===== config.mk =====
export PLATFORM = sky130hd
export DESIGN_NAME = user_clksel_ctrl
export DESIGN_NICKNAME = d
export VERILOG_FILES = /design/src/rtl/user_clksel_pkg.sv /design/src/rtl/user_sync_debounce.sv /design/src/rtl/user_clksel_ctrl.sv
export SDC_FILE = /design/constraint.sdc
export NUM_CORES = 1
export LEC_CHECK = 0
export ABC_AREA = 1
export CAP_MARGIN = 20
export CORE_UTILIZATION = 55
export DETAILED_ROUTE_END_ITERATION = 12
export GPL_ROUTABILITY_DRIVEN = 0
export GPL_TIMING_DRIVEN = 0
export PLACE_DENSITY = 0.87
export SYNTH_ARGS = -nofsm -noshare
export SYNTH_HDL_FRONTEND = slang
export SYNTH_SLANG_ARGS = --single-unit

===== constraint.sdc =====
create_clock -name aclk -period 2.7 [get_ports aclk]
set_clock_uncertainty 0.2 [all_clocks]
set_input_delay 0.27 -clock aclk [delete_from_list [all_inputs] [get_ports aclk]]
set_output_delay 0.27 -clock aclk [all_outputs]
set_load 0.02 [all_outputs]

===== src/rtl/user_clksel_pkg.sv =====
// Shared types, default parameters and counter sizing for the clock-select controller.
package user_clksel_pkg;

    typedef enum logic [1:0] {
        IDLE   = 2'd0,
        SWITCH = 2'd1,
        HOLD   = 2'd2
    } state_t;

    localparam int unsigned DEF_SYNC_STAGES     = 2;
    localparam int unsigned DEF_DEBOUNCE_CYCLES = 16;
    localparam int unsigned DEF_SETTLE_CYCLES   = 8;
    localparam int unsigned DEF_DWELL_CYCLES    = 1024;
    localparam int unsigned DEF_CNT_W           = 16;

    // Bits needed to hold a down/up count of 0 .. n-1 (at least one bit).
    function automatic int unsigned cnt_width(input int unsigned n);
        return (n < 2) ? 1 : $clog2(n);
    endfunction

endpackage


===== src/rtl/user_sync_debounce.sv =====
// Multi-flop synchroniser followed by a stable-count debouncer.
// With DEBOUNCE_CYCLES = 1 the debouncer is bypassed and the block is a pure synchroniser.
module user_sync_debounce
    import user_clksel_pkg::*;
#(
    parameter int unsigned SYNC_STAGES     = DEF_SYNC_STAGES,
    parameter int unsigned DEBOUNCE_CYCLES = DEF_DEBOUNCE_CYCLES
) (
    input  logic clk,
    input  logic rst,
    input  logic d,
    output logic q
);

    logic [SYNC_STAGES-1:0] sync_q;
    logic                   synced;

    // Shift the asynchronous input through the synchroniser chain.
    always_ff @(posedge clk) begin
        if (rst) begin
            sync_q <= '0;
        end else begin
            sync_q <= {sync_q[SYNC_STAGES-2:0], d};
        end
    end

    assign synced = sync_q[SYNC_STAGES-1];

    generate
        if (DEBOUNCE_CYCLES == 1) begin : g_bypass
            assign q = synced;
        end else begin : g_debounce
            localparam int unsigned DW = cnt_width(DEBOUNCE_CYCLES);

            logic [DW-1:0] cnt_q;
            logic          deb_q;

            // Accept a new level only after it has been stable for DEBOUNCE_CYCLES cycles.
            always_ff @(posedge clk) begin
                if (rst) begin
                    cnt_q <= '0;
                    deb_q <= 1'b0;
                end else if (synced == deb_q) begin
                    cnt_q <= '0;
                end else if (cnt_q == DW'(DEBOUNCE_CYCLES - 1)) begin
                    cnt_q <= '0;
                    deb_q <= synced;
                end else begin
                    cnt_q <= cnt_q + DW'(1);
                end
            end

            assign q = deb_q;
        end
    endgenerate

endmodule


===== src/rtl/user_clksel_ctrl.sv =====
// Clock-source select controller feeding the select input of user_bufgmux.
// Optional automatic failover is compiled in with `define USER_CLKSEL_FAILOVER_EN.
module user_clksel_ctrl
    import user_clksel_pkg::*;
#(
    parameter int unsigned SYNC_STAGES     = DEF_SYNC_STAGES,
    parameter int unsigned DEBOUNCE_CYCLES = DEF_DEBOUNCE_CYCLES,
    parameter int unsigned SETTLE_CYCLES   = DEF_SETTLE_CYCLES,
    parameter int unsigned DWELL_CYCLES    = DEF_DWELL_CYCLES,
    parameter int unsigned CNT_W           = DEF_CNT_W
) (
    input  logic             aclk,
    input  logic             areset,
    input  logic             sel_req,
    input  logic             clk1_ok,
    input  logic             clk2_ok,
    input  logic             auto_fail_en,
    output logic             selection,
    output logic             switch_busy,
    output logic             switch_done,
    output logic             req_blocked,
    output logic             fault,
    output logic [CNT_W-1:0] switch_count
);

    localparam int unsigned TMAX = (DWELL_CYCLES > SETTLE_CYCLES) ? DWELL_CYCLES : SETTLE_CYCLES;
    localparam int unsigned TW   = cnt_width(TMAX);

    logic          req_deb;
    logic          ok1;
    logic          ok2;
    state_t        state;
    logic [TW-1:0] timer_q;

    logic cur_ok_c;
    logic req_ok_c;
    logic both_bad_c;
    logic fail_c;
    logic manual_c;
    logic blocked_c;

    user_sync_debounce #(
        .SYNC_STAGES     (SYNC_STAGES),
        .DEBOUNCE_CYCLES (DEBOUNCE_CYCLES)
    ) u_req_sync (
        .clk (aclk),
        .rst (areset),
        .d   (sel_req),
        .q   (req_deb)
    );

    user_sync_debounce #(
        .SYNC_STAGES     (SYNC_STAGES),
        .DEBOUNCE_CYCLES (1)
    ) u_ok1_sync (
        .clk (aclk),
        .rst (areset),
        .d   (clk1_ok),
        .q   (ok1)
    );

    user_sync_debounce #(
        .SYNC_STAGES     (SYNC_STAGES),
        .DEBOUNCE_CYCLES (1)
    ) u_ok2_sync (
        .clk (aclk),
        .rst (areset),
        .d   (clk2_ok),
        .q   (ok2)
    );

    // Decide whether a failover or manual switch is wanted this cycle; the target is always the other clock.
    always_comb begin
        cur_ok_c   = selection ? ok2 : ok1;
        req_ok_c   = req_deb ? ok2 : ok1;
        both_bad_c = !ok1 && !ok2;
`ifdef USER_CLKSEL_FAILOVER_EN
        fail_c     = auto_fail_en && !cur_ok_c && !both_bad_c;
`else
        fail_c     = 1'b0;
`endif
        manual_c   = !fail_c && !both_bad_c && (req_deb != selection) && req_ok_c;
        blocked_c  = !fail_c && (req_deb != selection) && !req_ok_c;
    end

`ifndef USER_CLKSEL_FAILOVER_EN
    logic unused_fail_inputs;
    assign unused_fail_inputs = auto_fail_en ^ cur_ok_c;
`endif

    // Main select FSM with registered status outputs.
    always_ff @(posedge aclk) begin
        if (areset) begin
            state        <= IDLE;
            timer_q      <= '0;
            selection    <= 1'b0;
            switch_busy  <= 1'b0;
            switch_done  <= 1'b0;
            req_blocked  <= 1'b0;
            fault        <= 1'b0;
            switch_count <= '0;
        end else begin
            switch_done <= 1'b0;
            req_blocked <= blocked_c;
            fault       <= both_bad_c;
            case (state)
                IDLE: begin
                    if (fail_c || manual_c) begin
                        selection   <= ~selection;
                        switch_busy <= 1'b1;
                        timer_q     <= TW'(SETTLE_CYCLES - 1);
                        state       <= SWITCH;
                    end
                end
                SWITCH: begin
                    if (timer_q == '0) begin
                        switch_busy <= 1'b0;
                        switch_done <= 1'b1;
                        if (switch_count != '1) begin
                            switch_count <= switch_count + CNT_W'(1);
                        end
                        timer_q     <= TW'(DWELL_CYCLES - 1);
                        state       <= HOLD;
                    end else begin
                        timer_q <= timer_q - TW'(1);
                    end
                end
                HOLD: begin
                    // Manual requests wait for dwell expiry; a failover cuts the dwell short.
                    if (fail_c) begin
                        selection   <= ~selection;
                        switch_busy <= 1'b1;
                        timer_q     <= TW'(SETTLE_CYCLES - 1);
                        state       <= SWITCH;
                    end else if (timer_q == '0) begin
                        state <= IDLE;
                    end else begin
                        timer_q <= timer_q - TW'(1);
                    end
                end
                default: begin
                    state <= IDLE;
                end
            endcase
        end
    end

endmodule


==> flow_summary_export.csv <==
group,metric,value,unit
sta,max_slew_margin,65.59,%
clocking,cts_resized,0,
grt,grt_pass1_vias,1963,
die,die_w,68.37,µm
logic_synthesis,ys_types,30,
sta,fin_crit,2.017,ns
detailed_routing,routed_wl,5.061,mm
sta,fin_setup_tns,0,ns
cells_and_area,final_cell_mix,"nand2_1, nor2_1, dfxtp_1",
die,dieArea,0.004674,mm²
clocking,h-tree-depth,2,
logic_synthesis,synth_top_cell_area_share,36.36,%
cells_and_area,num_antenna_cells,0,
logic_synthesis,yosys-top-cells-area,"dfxtp_1, nand2_1, nor2_1, inv_1, ha_1",
logic_synthesis,synth_nets,366,
logic_synthesis,ys_seq_area_share,36.36,%
cells_and_area,final_common_cell,"nand2_1",
detailed_routing,dr.first_iter.drc_count,104,
logic_synthesis,syn_inst,352,
grt,grt_max_degree,15,
detailed_routing,drc,0,
worst_setup_path,cp_slowest_cell,"dfxtp_1",
cells_and_area,syn_to_final_growth,17.51,%
worst_setup_path,crit_arrival,1.98,ns
logic_synthesis,synth_edf_count,0,
sta,rsz0062_at_grt,"false",
sta,fin_crit_sh,74.71,%
detailed_routing,first_pass_iters,4,
power,vdd_drop_max,0.0006539,V
die,initial_core_util,58.86,%
grt,antenna_found_initial,0,
detailed_routing,viasPerCell,5.226,
cells_and_area,seq_area,880.8,µm²
sta,fmax,0.4958,GHz
clocking,cts.root.buffer_cell,"clkbuf_8",
worst_setup_path,critical_path_required,2.66,ns
worst_setup_path,crit_path_end_kind,"register",
sta,setup_viol,0,
logic_synthesis,synthesis.area,0.002422,mm²
die,die_h,68.37,µm
logic_synthesis,synth_top_area_cell,"dfxtp_1",
sta,report.final.slew_viol_count,0,
sta,hold_viol_final,0,
hold_path,hold_class,"in2reg",
worst_setup_path,crit_top_cell,"nand2_1",
run,max-cap-violations,0,
clocking,cts_hold_buf,0,
cells_and_area,final_net_count,397,
cells_and_area,final_util,69.17,%
power,p_per_area,719.6,mW/mm²
die,rows,23,
sta,worstMarginPinSlew,0.5162,ns
place,port-buffer-count,24,
clocking,post_cts_buffers,0,
logic_synthesis,synth_seq_cells,44,
clocking,clk_latency,0.30,ns
clocking,clk_path_buf_depth,2,
logic_synthesis,postSynthAreaPerCell,6.882,µm²
die,core_area,0.004115,mm²
logic_synthesis,synth_flop_cell,"dfxtp_1",
die,io-pin-count,27,
worst_setup_path,cp_max_fo,7,
worst_setup_path,cpPeakStageDelay,0.40,ns
grt,track_usage,24.40,%
worst_setup_path,ff2ff_setup_slack,0.68,ns
clocking,clock-sinks,44,
worst_setup_path,critical_path_class,"reg2reg",
logic_synthesis,async_reset_ff_share,0,%
logic_synthesis,synth_warnings,0,
clocking,cts_buffers,5,
worst_setup_path,start_kind,"register",
detailed_routing,wl_per_cell,11.66,µm
cells_and_area,layout-drive-gt1-share,9.635,%
cells_and_area,multi_input_area,0.001351,mm²
grt,grt_pass1_wl,8.521,mm
worst_setup_path,cp_cell_sequence,"inv_1, ha_1, nor2_1, inv_1, nand2_1, nand2_1, nand2_1, a21oi_1",
power,leakage,1.179,nW
clocking,clk_pin_slew_worst_paths,0.09,ns
grt,grt_overflow,0,
detailed_routing,num_vias,2268,
cells_and_area,fillers,346,
status,outcome,"completed",
clocking,cts_tree,"yes",
place,hpwl,3.766,mm
detailed_routing,final_antenna_net_count,0,
## worst max-delay path: cells and delay by family (launching register included)
kind,cells,cell delay [ns]
adders and majority gates,1,0.29
and+or+nand+nor,4,0.60
DFF,1,0.40
buffers and inverters,2,0.31
AOI/OAI and AO/OA,1,0.06
## per-stage QoR
stage / instance area (µm²) / std cells / setup slack [ns] / hold WS (ns) / power, mW
2_1_floorplan: 2422 / 352 / 0.8984 / 0.1770 / 1.354
3_5_place_dp: 2725 / 426 / 0.7515 / 0.1928 / 1.529
5_1_grt: 2846 / 434 / 0.5531 / 0.1954 / 2.187
3_3_place_gp: 2725 / 426 / 0.8149 / 0.1899 / 1.509
6_report: 2846 / 434 / 0.6829 / 0.1735 / 2.048
4_1_cts: 2846 / 434 / 0.7076 / 0.1680 / 2.062
## cell type report
cell class,instances,area share [%]
multi-input cells,258,47.47
flip-flops and latches,44,30.95
repair buffers,24,8.440
inverters,46,6.154
clock buffers,6,2.901
well taps,50,2.198
clock inverters,2,1.363
plain buffers,4,0.5275
## where the power goes
| part | internal (mW) | switching (mW) |
|---|---|---|
| registers | 0.698 | 0.0445 |
| clock network | 0.302 | 0.226 |
| logic | 0.284 | 0.494 |
| total | 1.28 | 0.764 |
## Yosys cell counts, types with 3 or more instances
library cell,instances
o21ai_1,3
nand2_2,6
inv_1,40
nand2_1,84
o21ai_0,14
ha_1,8
inv_2,4
nor2_2,5
nor3_4,3
nor3_1,8
a21oi_1,18
nand3_1,14
nor2_1,63
xor2_1,8
dfxtp_1,44
nand4_1,9
## metal layers
metal / vias to the layer above / global-route usage, % / routed length, µm
li1: 1172 / - / -
met1: 1032 / 29.22 / 2320
met2: 55 / 41.54 / 2430
met3: 9 / 5.500 / 209
met4: 0 / 10.16 / 101
met5: - / 0 / 0
## flip-flops by register name (all words and copies together) (netlist names)
register / count
u_req_sync.sync_q: 2
timer_q: 10
selection: 1
fault: 1
u_ok2_sync.sync_q: 2
req_blocked: 1
u_req_sync.q: 1
u_ok1_sync.sync_q: 2
switch_done: 1
switch_count: 16
state: 2
u_req_sync.g_debounce.cnt_q: 4
switch_busy: 1
## logic make-up (layout without fill, tap and decap cells)
family,Yosys count,in the layout,share of synthesized area [%]
and+or+nand+nor,203,203,40.19
buffers and inverters,50,82,7.851
DFF,44,44,36.36
AOI/OAI and AO/OA,37,37,7.852
xor gates and xnor gates,10,10,3.616
adders and majority gates,8,8,4.132
## final timing paths
| check | from | to | depth (start not counted) |
|---|---|---|---|
| max | state[1] | timer_q[4] | 8 |
| min | areset | timer_q[3] | 2 |
| max reg2reg | state[1] | timer_q[4] | 8 |
| min reg2reg | u_ok1_sync.sync_q[0] | u_ok1_sync.sync_q[1] | 2 |
Note: power is estimated with default switching activity, not from simulation.
